$ cat src/rtl/rr_arbiter8.sv
// ============================================================================
// rr_arbiter8 : 8-way round-robin arbiter with hold timeout, registered outputs
// Rev 1.0
// ============================================================================
`default_nettype none

module rr_arbiter8 #(
  parameter int MAX_HOLD = 16,
  parameter int HCNT_W   = 8
) (
  input  logic              clk,
  input  logic              rst_n,
  input  logic [7:0]        req,
  input  logic              release_i,
  output logic              grant_valid,
  output logic [2:0]        grant_code,
  output logic [7:0]        grant,
  output logic              timeout,
  output logic [HCNT_W-1:0] hold_cnt
);

  typedef enum logic [0:0] {
    IDLE = 1'b0,
    BUSY = 1'b1
  } state_t;

  localparam logic [HCNT_W-1:0] HOLD_LAST = HCNT_W'(MAX_HOLD - 1);
  localparam logic [HCNT_W-1:0] HOLD_MAX  = HCNT_W'(MAX_HOLD);

  state_t              state, state_nxt;
  logic [2:0]          ptr, ptr_nxt;
  logic                grant_valid_nxt;
  logic [2:0]          grant_code_nxt;
  logic [7:0]          grant_nxt;
  logic                timeout_nxt;
  logic [HCNT_W-1:0]   hold_cnt_nxt;

  logic [2:0]          win;
  logic                win_found;
  logic [2:0]          scan_idx;
  logic                rel_a, rel_b, rel_c;

  // Rotating priority scan: first requester at or after ptr wins.
  always_comb begin
    win       = 3'd0;
    win_found = 1'b0;
    scan_idx  = 3'd0;
    for (int i = 0; i < 8; i++) begin
      scan_idx = ptr + 3'(i);
      if (!win_found && req[scan_idx]) begin
        win       = scan_idx;
        win_found = 1'b1;
      end
    end
  end

  assign rel_a = release_i;
  assign rel_b = !req[grant_code];
  assign rel_c = (hold_cnt == HOLD_LAST);

  always_comb begin
    state_nxt       = state;
    ptr_nxt         = ptr;
    grant_valid_nxt = grant_valid;
    grant_code_nxt  = grant_code;
    grant_nxt       = grant;
    timeout_nxt     = 1'b0;
    hold_cnt_nxt    = hold_cnt;
    case (state)
      IDLE: begin
        if (win_found) begin
          state_nxt       = BUSY;
          grant_valid_nxt = 1'b1;
          grant_code_nxt  = win;
          grant_nxt       = 8'b1 << win;
          hold_cnt_nxt    = '0;
          ptr_nxt         = win + 3'd1;
        end
      end
      BUSY: begin
        if (rel_a || rel_b || rel_c) begin
          // grant_code deliberately keeps the last owner for downstream muxes
          state_nxt       = IDLE;
          grant_valid_nxt = 1'b0;
          grant_nxt       = 8'h00;
          hold_cnt_nxt    = '0;
          timeout_nxt     = rel_c && !rel_a && !rel_b;
        end else if (hold_cnt < HOLD_MAX) begin
          hold_cnt_nxt = hold_cnt + HCNT_W'(1);
        end
      end
      default: state_nxt = IDLE;
    endcase
  end

  always_ff @(posedge clk or negedge rst_n) begin
    if (!rst_n) begin
      state       <= IDLE;
      ptr         <= 3'd0;
      grant_valid <= 1'b0;
      grant_code  <= 3'd0;
      grant       <= 8'h00;
      timeout     <= 1'b0;
      hold_cnt    <= '0;
    end else begin
      state       <= state_nxt;
      ptr         <= ptr_nxt;
      grant_valid <= grant_valid_nxt;
      grant_code  <= grant_code_nxt;
      grant       <= grant_nxt;
      timeout     <= timeout_nxt;
      hold_cnt    <= hold_cnt_nxt;
    end
  end

endmodule

`default_nettype wire

$ cat config.mk
export PLATFORM = sky130hd
export DESIGN_NAME = rr_arbiter8
export DESIGN_NICKNAME = d
export VERILOG_FILES = /design/src/rtl/rr_arbiter8.sv
export SDC_FILE = /design/constraint.sdc
export NUM_CORES = 1
export LEC_CHECK = 0
export CAP_MARGIN = 20
export CELL_PAD_IN_SITES_DETAIL_PLACEMENT = 0
export CELL_PAD_IN_SITES_GLOBAL_PLACEMENT = 1
export CORE_MARGIN = 2
export CORE_UTILIZATION = 42
export DETAILED_ROUTE_END_ITERATION = 8
export MAX_ROUTING_LAYER = met4
export PLACE_DENSITY_LB_ADDON = 0.1
export SLEW_MARGIN = 0
export SYNTH_ARGS = -nofsm -noshare
export SYNTH_HDL_FRONTEND = slang
export SYNTH_SLANG_ARGS = --single-unit
$ cat constraint.sdc
create_clock -name clk -period 5.1 [get_ports clk]
set_clock_uncertainty 0.15 [all_clocks]
set_input_delay 1.53 -clock clk [delete_from_list [all_inputs] [get_ports clk]]
set_output_delay 1.53 -clock clk [all_outputs]
set_load 0.01 [all_outputs]
==> impl_metrics.toml, run 1 <==
[global_route]
grt_max_degree = 26
grt_pass1_vias = 1690
grt_busiest_layer = "met2"
grt-ovfl-total = 0
grt_util_met1 = 0.292
grt_pass1_wl_um = 8490
antenna_found_initial = 0
use_met2 = 0.323
grt_use_met3 = 0.0123
grt.total_usage = 0.207

[sta]
finalSetupViolations = 0
finalSetupTns_ps = 0
min_period_ps = 4580
slew_violations = 0
hold_viol_final = 0
rsz0062_at_grt = "no"
max_slew_margin = 0.587
max_freq_mhz = 218
worst_pin_slew_ps = 614
post-route-period-util = 0.898

[clock_tree]
post-cts-setup-buffers = 0
cts_root_buf = "clkbuf_8"
h-tree-depth = 1
post_cts_resized = 0
ctsHoldBuffers = 0
clkTransAtPathRegs_ps = 90
numCtsBuffers = 3
clk_latency_ps = 270
clock_path_buffers = 2
cts_tree = "yes"
cts.sinks = 25

[logic_synthesis]
synth.largest_area_cell = "dfrtp_1"
ys_seq_area_frac = 0.307
synth.area.top_cells = "dfrtp_1 31%, mux4_2 15%, ha_1 4.9%"
yosysWarnings = 0
async_flop_share = 1.00
synth.distinct_cells = 58
netlist_area_um2 = 2040
ys.flop_type = "dfrtp_1"
yosys.area.top_type_share = 0.307
synthCells = 194
synth_edf_count = 0
yosys.cell_count.top_type = "dfrtp_1"
syn_area_per_cell_um2 = 10.5
syn_nets = 213
synth_seq_cells = 25
synth_common_cells = "25 x dfrtp_1, 21 x nand2_1, 14 x mux4_2"

[layout]
final_area_um2 = 2450
num-fill-cells = 439
area_growth_syn_to_layout_pct = 20.3
antenna_cells = 0
layout.nets = 246
multi_input_comb_area_um2 = 1320
seq_area_um2 = 626
drive_above_1_share = 0.204

[floorplanning]
core_um2 = 4690
die-area_um2 = 5430
die_w_um = 73.7
start_util = 0.435
die_height_um = 73.7
num_rows = 25
io_pins = 32

[outcome]
status = "complete, no violations"

[placement]
routabilityCongestion = 0.903
place_area_um2 = 2380
place_hpwl_um = 3970
port_buffers = 31

[route]
via_count = 1722
drc = 0
wl_um = 5190
firstDrtPassIters = 4
wl_per_cell_um = 18.5
drtAntennaViolNets = 0
drtIter0Drc = 125
viasPerCell = 6.15

[worst_setup_path]
critPathMaxFanout = 8
worstPathArrival_ps = 4580
crit_type = "input port to register"
path_common_cell = "ha_1"
worstPathCellList = "clkdlybuf4s50_1, mux4_2, nand2b_1, nor4_1, o211ai_1, a21oi_1, nor3_2, inv_1, ha_1, ha_1, nand2_1, o21ai_0"
cpPeakStageDelay_ps = 600
cp_slowest_cell = "mux4_2"
required_ps = 5100
end_kind = "register"
cp-start-kind = "input port"

[pwr]
p_int_mw = 0.892
pwr-share-clk = 0.067
vdd_drop_max_uv = 316
p_per_area_nw_per_um2 = 707
total_power_mw = 1.73
p_leak_nw = 0.988
p_switching_mw = 0.842
p_comb_frac = 0.752
swShare = 0.486
seqPwrFrac = 0.182

[worst_hold_path]
hp-class = "register to register"

[flow_run]
maxCapViolations = 0
## layout make-up
class / instances / area share
clock buffers: 3 / 0.0168
clock inverters: 1 / 0.00204
inverters: 9 / 0.0138
multi-input cells: 151 / 0.537
flip-flops and latches: 25 / 0.255
well taps: 54 / 0.0275
repair buffers: 37 / 0.148
## state kept, by name (all words and copies together) (netlist names)
| register | cells |
|---|---|
| grant | 8 |
| hold_cnt | 8 |
| grant_code | 3 |
| ptr | 3 |
| grant_valid | 1 |
| state | 1 |
| timeout | 1 |
## cell families after synthesis
family          synth area share
simple gates               0.190
compound gates             0.161
mux                        0.229
flops                      0.307
buf+inv                   0.0472
fa+ha+maj                 0.0491
xor+xnor                  0.0166
## cell usage in the layout (no fill, tap or decap), drive strengths merged, types with 6 or more instances in the layout
master	instances
dfrtp	25
mux4	14
o21ai	13
a21oi	8
buf	6
nor2	13
clkdlybuf4s50	31
inv	8
nand2	22
ha	8
mux2	7
## power groups by stage
stage	sequential, mW	clock, mW	combinational [mW]
after floorplan	0.313	0	0.991
after global placement	0.320	0	1.27
after detailed placement	0.321	0	1.29
after CTS	0.317	0.120	1.30
after global routing	0.326	0.127	1.43
final	0.315	0.115	1.30
## metrics by stage
step                utilization  hold WS (ps)  setup WS, ps  cells
floorplan                     -           360          1110    194
global placement          0.508           317           290    274
detailed placement        0.508           328           202    274
CTS                       0.518           351           478    278
global route              0.523           385           340    280
finish                    0.523           342           518    280
## worst max-delay path, delay by kind of cell
kind / cells / cell delay [ps]
mux: 1 / 600
simple gates: 4 / 960
compound gates: 3 / 450
fa+ha+maj: 2 / 410
buf+inv: 2 / 630
## final timing paths
check / startpoint / endpoint / slack [ps] / cells after the start
min in group asynchronous: rst_n / grant[4] / 1430 / 1
max: req[3] / ptr[2] / 520 / 12
min: grant[1] / grant[1] / 340 / 2
min reg2reg: grant[1] / grant[1] / 340 / 2
max in group asynchronous: rst_n / grant_code[2] / 2890 / 2
max reg2reg: ptr[0] / ptr[2] / 1370 / 13
## per-layer routing
| layer | vias up | part of all wire |
|---|---|---|
| li1 | 802 | - |
| met5 | - | 0 |
| met2 | 66 | 0.50 |
| met4 | 0 | 0.012 |
| met3 | 6 | 0.044 |
| met1 | 848 | 0.44 |
(Power assumes the default switching activity.)
==> run 2, diff against run 1 <==
CTS_CLUSTER_SIZE = 8   (was not set)
PLACE_DENSITY = 0.81   (was not set)
PLACE_DENSITY_LB_ADDON = not set   (was 0.1)
==> run 2 against run 1 <==
  * Register-to-register slack lost 190 ps
  * Cell count is the same
  * Critical endpoint unchanged
  * Highest routed layer unchanged
  * Utilization grew 0.27 points
==> impl_metrics.toml, run 2 (same netlist as run 1, synthesis figures left out) <==
[pwr]
swShare = 0.477
p_per_area_nw_per_um2 = 692
vdd_drop_max_uv = 349
p_switching_mw = 0.814
p_int_mw = 0.893
p_leak_nw = 0.994
pwr-share-clk = 0.067
p_comb_frac = 0.751
seqPwrFrac = 0.182

[layout]
layout_commonest_cell = "clkdlybuf4s50_1"
antenna_cells = 0
area_growth_syn_to_layout_pct = 20.9
num-fill-cells = 440
drive_above_1_share = 0.204
layout.nets = 246
largest_registers = "grant (8), hold_cnt (8)"
final_cell_mix = "31 x clkdlybuf4s50_1, 25 x dfrtp_1, 21 x nand2_1, 14 x mux4_2"

[sta]
max_freq_mhz = 220
post-route-period-util = 0.891
finalSetupTns_ps = 0
hold_viol_final = 0
holdWs_ps = 334
rsz0062_at_grt = "no"
worst_pin_slew_ps = 612
finalSetupViolations = 0
max_slew_margin = 0.592
min_period_ps = 4550
slew_violations = 0

[clock_tree]
cts.sinks = 25
cts_tree = "yes"
cts_root_buf = "clkbuf_8"
clk_latency_ps = 270
clock_path_buffers = 2
post-cts-setup-buffers = 0
h-tree-depth = 1
ctsHoldBuffers = 0
numCtsBuffers = 3
post_cts_resized = 0
clkTransAtPathRegs_ps = 80

[floorplanning]
start_util = 0.435
core_um2 = 4690
num_rows = 25
die_height_um = 73.7
io_pins = 32
die-area_um2 = 5430
die_w_um = 73.7

[worst_setup_path]
worstPathArrival_ps = 4540
crit_type = "input port to register"
cp_slowest_cell = "mux4_2"
required_ps = 5100
cp-start-kind = "input port"
crit_family = "simple AND/OR/NAND/NOR gates"
cp_num_buf_inv = 2
critPathMaxFanout = 8
worstPathCellList = "clkdlybuf4s50_1, mux4_2, nor4_4, and3_1, a221o_1, a21oi_1, nor3_2, inv_1, ha_1, ha_1, nand2_1, o21ai_0"
path_common_cell = "ha_1"
cpPeakStageDelay_ps = 620
end_kind = "register"

[flow_run]
maxCapViolations = 0

[global_route]
grt_pass1_vias = 1527
grt_max_degree = 21
antenna_found_initial = 0
grt.total_usage = 0.188
grt-ovfl-total = 0
grt_pass1_wl_um = 7800

[placement]
port_buffers = 31
routabilityCongestion = 0.844
place_hpwl_um = 3470

[worst_hold_path]
hp-class = "register to register"

[route]
drtAntennaViolNets = 0
drc = 0
viasPerCell = 6.08
drtIter0Drc = 64
firstDrtPassIters = 4
via_count = 1702
wl_um = 4590
wl_per_cell_um = 16.4

[outcome]
status = "complete, no violations"
==> run 2: final timing paths <==
| check | startpoint | end | slack (ps) | depth (start not counted) |
|---|---|---|---|---|
| max | req[6] | ptr[2] | 550 | 12 |
| min | grant[6] | grant[6] | 330 | 2 |
| max reg2reg | ptr[0] | ptr[2] | 1180 | 14 |
| min reg2reg | grant[6] | grant[6] | 330 | 2 |
| max in group asynchronous | rst_n | ptr[2] | 2990 | 2 |
| min in group asynchronous | rst_n | hold_cnt[1] | 1390 | 1 |
==> run 2: metrics by stage <==
| step | std cells | instance area [um2] | utilization | total power [mW] | setup slack [ps] |
|---|---|---|---|---|---|
| after CTS | 280 | 2470 | 0.526 | 1.71 | 573 |
| after detailed placement | 276 | 2420 | 0.516 | 1.59 | 276 |
| final | 280 | 2470 | 0.526 | 1.71 | 555 |
| after global routing | 280 | 2470 | 0.526 | 1.87 | 368 |
| after floorplan | 194 | 2040 | - | 1.30 | 1110 |
| after global placement | 275 | 2390 | 0.510 | 1.60 | 343 |
==> run 2: power groups by stage <==
| stage | combinational (mW) | clock [mW] | sequential [mW] |
|---|---|---|---|
| 2_1_floorplan | 0.991 | 0 | 0.313 |
| 3_3_place_gp | 1.28 | 0 | 0.316 |
| 3_5_place_dp | 1.27 | 0 | 0.316 |
| 4_1_cts | 1.28 | 0.121 | 0.312 |
| 5_1_grt | 1.42 | 0.127 | 0.319 |
| 6_report | 1.28 | 0.115 | 0.311 |
==> run 2: cell type report <==
type / count / area [um2] / share of cell area
multi-input cells: 151 / 1320 / 0.534
flip-flops and latches: 25 / 626 / 0.254
repair buffers: 37 / 375 / 0.152
well taps: 54 / 67.6 / 0.0274
clock buffers: 3 / 41.3 / 0.0167
inverters: 9 / 33.8 / 0.0137
clock inverters: 1 / 5.00 / 0.00203
==> run 2: metal layers <==
| metal | wire length (um) | track usage |
|---|---|---|
| met5 | 0 | - |
| met2 | 2160 | 0.285 |
| met4 | 34 | 0.0303 |
| met3 | 269 | 0.0247 |
| met1 | 2130 | 0.274 |
==> run 2: tightest hold or removal path: cells and delay by family (launching register included) <==
kind	cells	cell delay (ps)
AOI/OAI and AO/OA	1	60
and+or+nand+nor	1	40
DFF	1	350
